File: src/rtl/axi_master_bridge.sv
// Single-outstanding AXI3 master: turns one system-bus read/write request
// into a single-beat 64-bit AXI3 transaction and returns a one-cycle ack.
module axi_master_bridge #(
  parameter int          AXI_DW = 64,
  parameter int          AXI_AW = 32,
  parameter int          AXI_IW = 8,
  parameter int unsigned AXI_ID = 0
)(
  input  logic                  axi_clk_i,
  input  logic                  axi_rstn_i,
  // system bus
  input  logic [AXI_AW-1:0]     req_addr_i,
  input  logic [AXI_DW-1:0]     req_wdata_i,
  input  logic [AXI_DW/8-1:0]   req_sel_i,
  input  logic                  req_wen_i,
  input  logic                  req_ren_i,
  output logic [AXI_DW-1:0]     req_rdata_o,
  output logic                  req_err_o,
  output logic                  req_ack_o,
  output logic                  req_busy_o,
  // AW
  output logic [AXI_IW-1:0]     axi_awid_o,
  output logic [AXI_AW-1:0]     axi_awaddr_o,
  output logic [3:0]            axi_awlen_o,
  output logic [2:0]            axi_awsize_o,
  output logic [1:0]            axi_awburst_o,
  output logic [1:0]            axi_awlock_o,
  output logic [3:0]            axi_awcache_o,
  output logic [2:0]            axi_awprot_o,
  output logic                  axi_awvalid_o,
  input  logic                  axi_awready_i,
  // W
  output logic [AXI_IW-1:0]     axi_wid_o,
  output logic [AXI_DW-1:0]     axi_wdata_o,
  output logic [AXI_DW/8-1:0]   axi_wstrb_o,
  output logic                  axi_wlast_o,
  output logic                  axi_wvalid_o,
  input  logic                  axi_wready_i,
  // B
  input  logic [AXI_IW-1:0]     axi_bid_i,
  input  logic [1:0]            axi_bresp_i,
  input  logic                  axi_bvalid_i,
  output logic                  axi_bready_o,
  // AR
  output logic [AXI_IW-1:0]     axi_arid_o,
  output logic [AXI_AW-1:0]     axi_araddr_o,
  output logic [3:0]            axi_arlen_o,
  output logic [2:0]            axi_arsize_o,
  output logic [1:0]            axi_arburst_o,
  output logic [1:0]            axi_arlock_o,
  output logic [3:0]            axi_arcache_o,
  output logic [2:0]            axi_arprot_o,
  output logic                  axi_arvalid_o,
  input  logic                  axi_arready_i,
  // R
  input  logic [AXI_IW-1:0]     axi_rid_i,
  input  logic [AXI_DW-1:0]     axi_rdata_i,
  input  logic [1:0]            axi_rresp_i,
  input  logic                  axi_rlast_i,
  input  logic                  axi_rvalid_i,
  output logic                  axi_rready_o
);

  localparam logic [AXI_IW-1:0] ID = AXI_IW'(AXI_ID);

  typedef enum logic [2:0] {IDLE, WR, WR_RESP, RD_ADDR, RD_DATA} state_t;

  typedef struct packed {
    logic [AXI_AW-1:0]   addr;
    logic [AXI_DW-1:0]   wdata;
    logic [AXI_DW/8-1:0] sel;
  } req_t;

  state_t state, state_n;
  req_t   req_q;
  logic   aw_done, w_done;
  logic   aw_fire, w_fire;

  // Low address bits never reach the bus; beats are always 8-byte aligned.
  logic unused_addr_lsb;
  assign unused_addr_lsb = ^req_addr_i[2:0];

  // Fixed single-beat INCR attributes.
  assign axi_awid_o    = ID;
  assign axi_wid_o     = ID;
  assign axi_arid_o    = ID;
  assign axi_awlen_o   = 4'd0;
  assign axi_arlen_o   = 4'd0;
  assign axi_awsize_o  = 3'd3;
  assign axi_arsize_o  = 3'd3;
  assign axi_awburst_o = 2'b01;
  assign axi_arburst_o = 2'b01;
  assign axi_awlock_o  = 2'b00;
  assign axi_arlock_o  = 2'b00;
  assign axi_awcache_o = 4'b0011;
  assign axi_arcache_o = 4'b0011;
  assign axi_awprot_o  = 3'b000;
  assign axi_arprot_o  = 3'b000;
  assign axi_wlast_o   = 1'b1;

  // Payload comes straight from the request register, so it is stable while valid.
  assign axi_awaddr_o  = req_q.addr;
  assign axi_araddr_o  = req_q.addr;
  assign axi_wdata_o   = req_q.wdata;
  assign axi_wstrb_o   = req_q.sel;

  // State register.
  always_ff @(posedge axi_clk_i) begin
    if (!axi_rstn_i) state <= IDLE;
    else             state <= state_n;
  end

  // Next state and channel valid/ready decode; valids depend only on registered state.
  always_comb begin
    state_n       = state;
    axi_awvalid_o = 1'b0;
    axi_wvalid_o  = 1'b0;
    axi_bready_o  = 1'b0;
    axi_arvalid_o = 1'b0;
    axi_rready_o  = 1'b0;
    req_busy_o    = (state != IDLE);
    if (state == WR) begin
      axi_awvalid_o = ~aw_done;
      axi_wvalid_o  = ~w_done;
    end
    aw_fire = axi_awvalid_o & axi_awready_i;
    w_fire  = axi_wvalid_o  & axi_wready_i;
    case (state)
      IDLE: begin
        if (req_wen_i && !req_ren_i)      state_n = WR;
        else if (req_ren_i && !req_wen_i) state_n = RD_ADDR;
      end
      WR: if ((aw_done || aw_fire) && (w_done || w_fire)) state_n = WR_RESP;
      WR_RESP: begin
        axi_bready_o = 1'b1;
        if (axi_bvalid_i) state_n = IDLE;
      end
      RD_ADDR: begin
        axi_arvalid_o = 1'b1;
        if (axi_arready_i) state_n = RD_DATA;
      end
      RD_DATA: begin
        axi_rready_o = 1'b1;
        if (axi_rvalid_i) state_n = IDLE;
      end
      default: state_n = IDLE;
    endcase
  end

  // Request capture, per-channel done flags and registered completion.
  always_ff @(posedge axi_clk_i) begin
    if (!axi_rstn_i) begin
      req_q       <= '0;
      aw_done     <= 1'b0;
      w_done      <= 1'b0;
      req_ack_o   <= 1'b0;
      req_err_o   <= 1'b0;
      req_rdata_o <= '0;
    end else begin
      req_ack_o <= 1'b0;
      req_err_o <= 1'b0;
      case (state)
        IDLE: begin
          aw_done <= 1'b0;
          w_done  <= 1'b0;
          if (req_wen_i && req_ren_i) begin
            // Ambiguous request: refuse without touching the bus.
            req_ack_o <= 1'b1;
            req_err_o <= 1'b1;
          end else if (req_wen_i) begin
            req_q.addr  <= {req_addr_i[AXI_AW-1:3], 3'b000};
            req_q.wdata <= req_wdata_i;
            req_q.sel   <= req_sel_i;
          end else if (req_ren_i) begin
            req_q.addr  <= {req_addr_i[AXI_AW-1:3], 3'b000};
          end
        end
        WR: begin
          if (aw_fire) aw_done <= 1'b1;
          if (w_fire)  w_done  <= 1'b1;
        end
        WR_RESP: if (axi_bvalid_i) begin
          req_ack_o <= 1'b1;
          req_err_o <= axi_bresp_i[1] | (axi_bid_i != ID);
        end
        RD_DATA: if (axi_rvalid_i) begin
          req_ack_o   <= 1'b1;
          req_err_o   <= axi_rresp_i[1] | ~axi_rlast_i | (axi_rid_i != ID);
          req_rdata_o <= axi_rdata_i;
        end
        default: ;
      endcase
    end
  end

endmodule

File: config.mk
export PLATFORM = sky130hd
export DESIGN_NAME = axi_master_bridge
export DESIGN_NICKNAME = d
export VERILOG_FILES = /design/src/rtl/axi_master_bridge.sv
export SDC_FILE = /design/constraint.sdc
export NUM_CORES = 1
export LEC_CHECK = 0
export ABC_AREA = 0
export CAP_MARGIN = 20
export CORE_AREA = 5 5 180 182
export DETAILED_ROUTE_END_ITERATION = 10
export DIE_AREA = 0 0 185 187
export PLACE_DENSITY = 0.55
export SYNTH_ARGS = -nofsm -noshare
export SYNTH_HDL_FRONTEND = slang
export SYNTH_SLANG_ARGS = --single-unit
File: constraint.sdc
create_clock -name axi_clk_i -period 1.9 [get_ports axi_clk_i]
set_input_delay 0.38 -clock axi_clk_i [delete_from_list [all_inputs] [get_ports axi_clk_i]]
set_output_delay 0.38 -clock axi_clk_i [all_outputs]
set_load 0.02 [all_outputs]
---- Yosys cells after proc, flatten, opt, wreduce, memory -nomap -nowiden ----
Cells that the tools add are included.
word-level totals
  flip-flop bits (word level) ............. 175
  bits of input ports ..................... 198
  output and inout bits ................... 269
  word-level logic and storage cells ...... 74
cells by class
  bitwise logic cells ..................... 9
  multiplexer cells ....................... 25
  reductions and logical operators ........ 20
  equal/unequal tests ..................... 11
operators with widths
  kind                                                   number
  2-to-1 mux 32 bit                                      2
  2-to-1 mux 3 bit                                       6
  nonzero test 8 bit                                     2
  case mux 3 bit (5 select lines)                        1
  2-to-1 mux 1 bit                                       12
  inequality test 2 bit, second input constant           5
  equality test 3 x 2 -> 1 bit, second input constant    2
  case mux 1 bit (3 select lines)                        2
  AND reduction 2 bit                                    3
  AND reduction 3 bit                                    2
  AND reduction 5 bit                                    1
  logical AND 1 bit                                      4
  inverter 1 bit                                         4
  case mux 1 bit (2 select lines)                        2
  nonzero test 2 bit                                     2
  equality test 3 x 1 -> 1 bit, second input constant    1
  equality test 3 bit, second input constant             1
  logical NOT 3 bit                                      1
  inequality test 3 bit, second input constant           1
  bitwise OR 1 bit                                       3
  nonzero test 3 bit                                     1
  bitwise AND 1 bit                                      2
  logical NOT 1 bit                                      2
  logical OR 1 bit                                       2
  inequality test 2 x 1 -> 1 bit, second input constant  1

---- Logic depth before layout (Yosys ltp) ----
Gate-level depths: netlist of run 1.
  word-level depth ........................ 7
  mapped depth ............................ 8
  mapped depth without buffers ............ 6

---- Worst setup path after synthesis of run 1 ----
Ideal clock, no wire load.
  kind .................................... input -> register
  start ................................... in req_ren_i
  end ..................................... reg req_q (netlist bit axi_araddr_o[29])
  data arrival time ....................... 1,515 ps
  setup time .............................. 66 ps
  cell stages on the path ................. 7
  required time ........................... 1,834 ps
  path slack .............................. 319 ps
  path through ............................ inv_1 ha_1 nand2b_1 buf_2 clkbuf_1 nand2_1 a21boi_2
on the way
  word-level cells in the longest chain between the ends .. 3
  elaborated cells between the ends (all ways) .. 4
  those cells by class .................... 1 x bitwise; 3 x reduce/logical
ends and longest elaborated chain
  item                             RTL line  source
  start: declaration               16        input logic req_ren_i,
  logical AND 1 bit                166       if (req_wen_i && req_ren_i) begin
  inverter 1 bit (no line)         --
  AND reduction 3 bit (no line) *  --
  end: declaration                 75        req_t req_q;
Mark *: on every way between the ends. The rest lies on a longest branch, timed or not.
A chain may end at the register's enable or synchronous reset.

---- Worst setup path in the final report of run 1 ----
  start ................................... reg req_q (netlist bit axi_araddr_o[22])
  end ..................................... out axi_araddr_o[22]
RTL lines
  item              RTL line  source
  end: declaration  46        output logic [AXI_AW-1:0] axi_araddr_o,
No word-level cell between the ends.

==> results by group, run 1 <==
Detailed routing
  – Vias: 6613
  – DR iter-0 viols: between 150 and 200
  – Antenna violation net count after detailed routing: 0
  – Residual DRC: 0
  – Total Routed Length: between 20000 and 25000 um
  – DR WL/cell: ~15 um
  – Drt pass-1 iters: 4
  – Vias per cell: around 4.0

GRT
  – GR Overflow Total: 0
  – Met2 global-route usage: about a quarter
  – Initial antenna violation count: 0
  – GR Util met3: roughly 4.4%
  – Largest net degree at the start of global routing: a little under 80
  – Global-route wire length before repair: 37400 um
  – Number of global-route vias before repair: 6439
  – Grt peak-use layer: met2
  – Gr usage total: between 10% and 20%
  – GR Layer Usage met1: about 15%

Timing
  – Final min period: ~1800 ps
  – Final hold viol count: 0
  – Setup violations, final: 0
  – Final WS setup: 74.1 ps
  – Fmax: approximately 0.55 GHz
  – Worst clock skew: approximately 6.0 ps
  – Period Utilization, post-route: 96.1%
  – RSZ-0062 raised after global routing: false
  – Max-slew violation count: 0
  – Hold slack: 349 ps

Placement
  – Port bufs: approximately 390
  – Area after DPL: about 0.011 mm^2
  – DP HPWL: roughly 19000 um
  – Placer Congestion: between 0.7 and 0.8
  – Pre-CTS WS: -87.1 ps

Outcome
  – Status: finished clean

Yosys
  – Synthesized flop and latch total: about 170
  – Main synth FF type: dfxtp_1
  – Post-Syn Instances: about 880
  – Top-area cell type share of the netlist area: between 40% and 50%
  – Yosys warning count: 0
  – Post-synth EDFFs: 0
  – Async set-reset flop share out of synthesis: 0%
  – Area leader, netlist: dfxtp_1
  – Syn Std Cell Area: between 0.007 and 0.008 mm^2
  – Register area share after synthesis: 47.0%
  – Syn Area/Cell: roughly 8.4 um^2
  – Synth top area cells: dfxtp_1, nand2_1, a21boi_1
  – Synth cell types: 34

Pwr
  – Sequential power share: between 30% and 40%
  – P_leak: between 4 and 5 nW
  – Switching share of power: ~28%
  – Design Power: 0.0100 W
  – Combinational Power Share: 22.8%
  – Clock power frac: a little under two fifths
  – Sw power: between 0.002 and 0.003 W
  – P per Cell Area: roughly 830 mW/mm^2
  – Int Power: ~0.007 W
  – Maximum VDD drop: 0.000546 V

Finish
  – Final core utilization: ~39%
  – ANT cells: 0
  – Area grow syn2layout: 63.7%
  – Final instance area: around 0.012 mm^2
  – Nets: roughly 1400
  – Layout cells sized above 1: under 10%

Die
  – Area of the die: approximately 0.035 mm^2
  – Width of the chip: around 190 um
  – Die height: approximately 190 um
  – Core ar.: roughly 0.03 mm^2
  – Starting Density: 24.1%
  – Row cnt: 64
  – Top-level I/O count: approximately 470

Setup path
  – Crit path max-delay family: buffers and inverters
  – Worst-path cell chain: clkdlybuf4s50_1
  – Setup CP Type: flop to output pin
  – Worst Path Max Fanout: 3
  – Critical path endpoint category: output pin
  – CP required: between 1500 and 2000 ps
  – Startpoint Class: flop
  – Worst Path Arrival: around 1500 ps
  – Worst Setup SP: axi_araddr_o[22]$_SDFFE_PN0P_
  – Crit path buf inv count: 1
  – Crit Reg-Reg Startpoint: state[1]$_SDFFE_PN0P_
  – Crit-path slowest cell: clkdlybuf4s50_1
  – Critical Path Max Stage Delay: around 630 ps

CTS
  – # clock sinks: ~170
  – Root Buffer: clkbuf_16
  – Clk buf depth: 2
  – Hold buffers post-CTS: 0
  – H-Tree Level Count: 4
  – CTS tree: built
  – Clock slew at reported path FFs: 70 ps
  – CTS buffer count: 17
  – Worst skew pair latency: 430 ps

Min path
  – Hold crit path type: primary input to flop
  – Hold Crit Start: axi_rstn_i

Flow run
  – Max cap viols: 0
==> cell type report <==
cell class,instances,area [um^2]
inverter,3,11.3
timing repair buffer,423,4300
clock buffer,18,439
tap,396,495
clock inverter,12,186
multi-input combinational,614,3130
fill,3117,18400
sequential,172,3450
==> registers in the layout, indices dropped and copies added (netlist names) <==
name and flops:
req_err_o 1, axi_wdata_o 64, aw_done 1, axi_araddr_o 29, axi_wstrb_o 8, w_done 1, req_rdata_o 64, req_ack_o 1
state 3
==> logic make-up after synthesis <==
kind of cell / after synthesis / share of synthesized area [%]
adder cells (fa/ha/maj): 3 / 0.512
AO/OA/AOI/OAI: 179 / 18.5
multiplexers: 1 / 0.137
buffers and inverters: 156 / 14.0
other: 2 / 0.102
AND/OR/NAND/NOR: 364 / 19.8
flip-flops: 172 / 47.0
==> Yosys cell counts, types with 2 or more instances <==
cell type / number
a21boi_0: 29
a21boi_1: 126
a21boi_2: 10
a21oi_1: 6
a31oi_1: 2
and2_1: 2
and3b_1: 2
buf_2: 12
buf_4: 109
buf_6: 2
clkbuf_1: 30
conb_1: 2
dfxtp_1: 172
ha_1: 3
inv_1: 2
nand2_1: 329
nand2_2: 10
nor2_1: 8
nor2_2: 2
nor4_1: 2
o21ai_0: 3
o22ai_1: 2
==> repair_timing <==
action | 4_1_cts | 5_1_grt
buffers inserted | 0 | 0
gates resized for setup | 21 | 7
endpoints found under the setup margin | 9 | 9
==> per-stage QoR <==
stage / cells / setup TNS, ps
after floorplan: 942 / 0
after global placement: 1608 / -1180
after detailed placement: 1608 / -1650
after CTS: 1638 / 0
after global routing: 1638 / 0
final: 1638 / 0
==> path summary, 6_finish.rpt <==
path | slack [ps] | depth (start not counted) | end
max | 70 | 1 | axi_araddr_o[22]
min | 350 | 2 | axi_araddr_o[11]$_SDFFE_PN0P_
max reg2reg | 310 | 7 | axi_wdata_o[54]$_SDFFE_PN0P_
min reg2reg | 450 | 2 | req_rdata_o[36]$_SDFFE_PN0P_
==> layer usage <==
layer  up-vias  wire (um)
li1       3337          -
met1      3005       9820
met2       248      12600
met3        23       2060
met4         0        469
met5         -          0
==> layout by cell type, fill, tap and decap left out, drive strengths merged, types with 4 or more instances in the layout <==
| master | instances |
|---|---|
| clkdlybuf4s50 | 381 |
| conb | 67 |
| bufinv | 4 |
| buf | 31 |
| a21oi | 6 |
| a21boi | 165 |
| nor2 | 10 |
| dfxtp | 172 |
| inv | 8 |
| dlygate4sd2 | 5 |
| clkbuf | 18 |
| nand2 | 339 |
==> power groups by stage <==
| stage | Sequential, W | Combinational [W] | Clock (W) |
|---|---|---|---|
| floorplan | 0.00423 | 0.00107 | 0 |
| global placement | 0.00402 | 0.00232 | 0 |
| detailed placement | 0.00403 | 0.00233 | 0 |
| CTS | 0.00395 | 0.00233 | 0.00395 |
| global route | 0.00398 | 0.00245 | 0.00409 |
| finish | 0.00395 | 0.00228 | 0.00379 |
Power figures use the tool's default switching activity.
==> run 2, diff against run 1 <==
Settings changed: CAP_MARGIN 20 to 15.
==> results of run 2 <==
Final layout, timing and power as in run 1 (identical DEF).
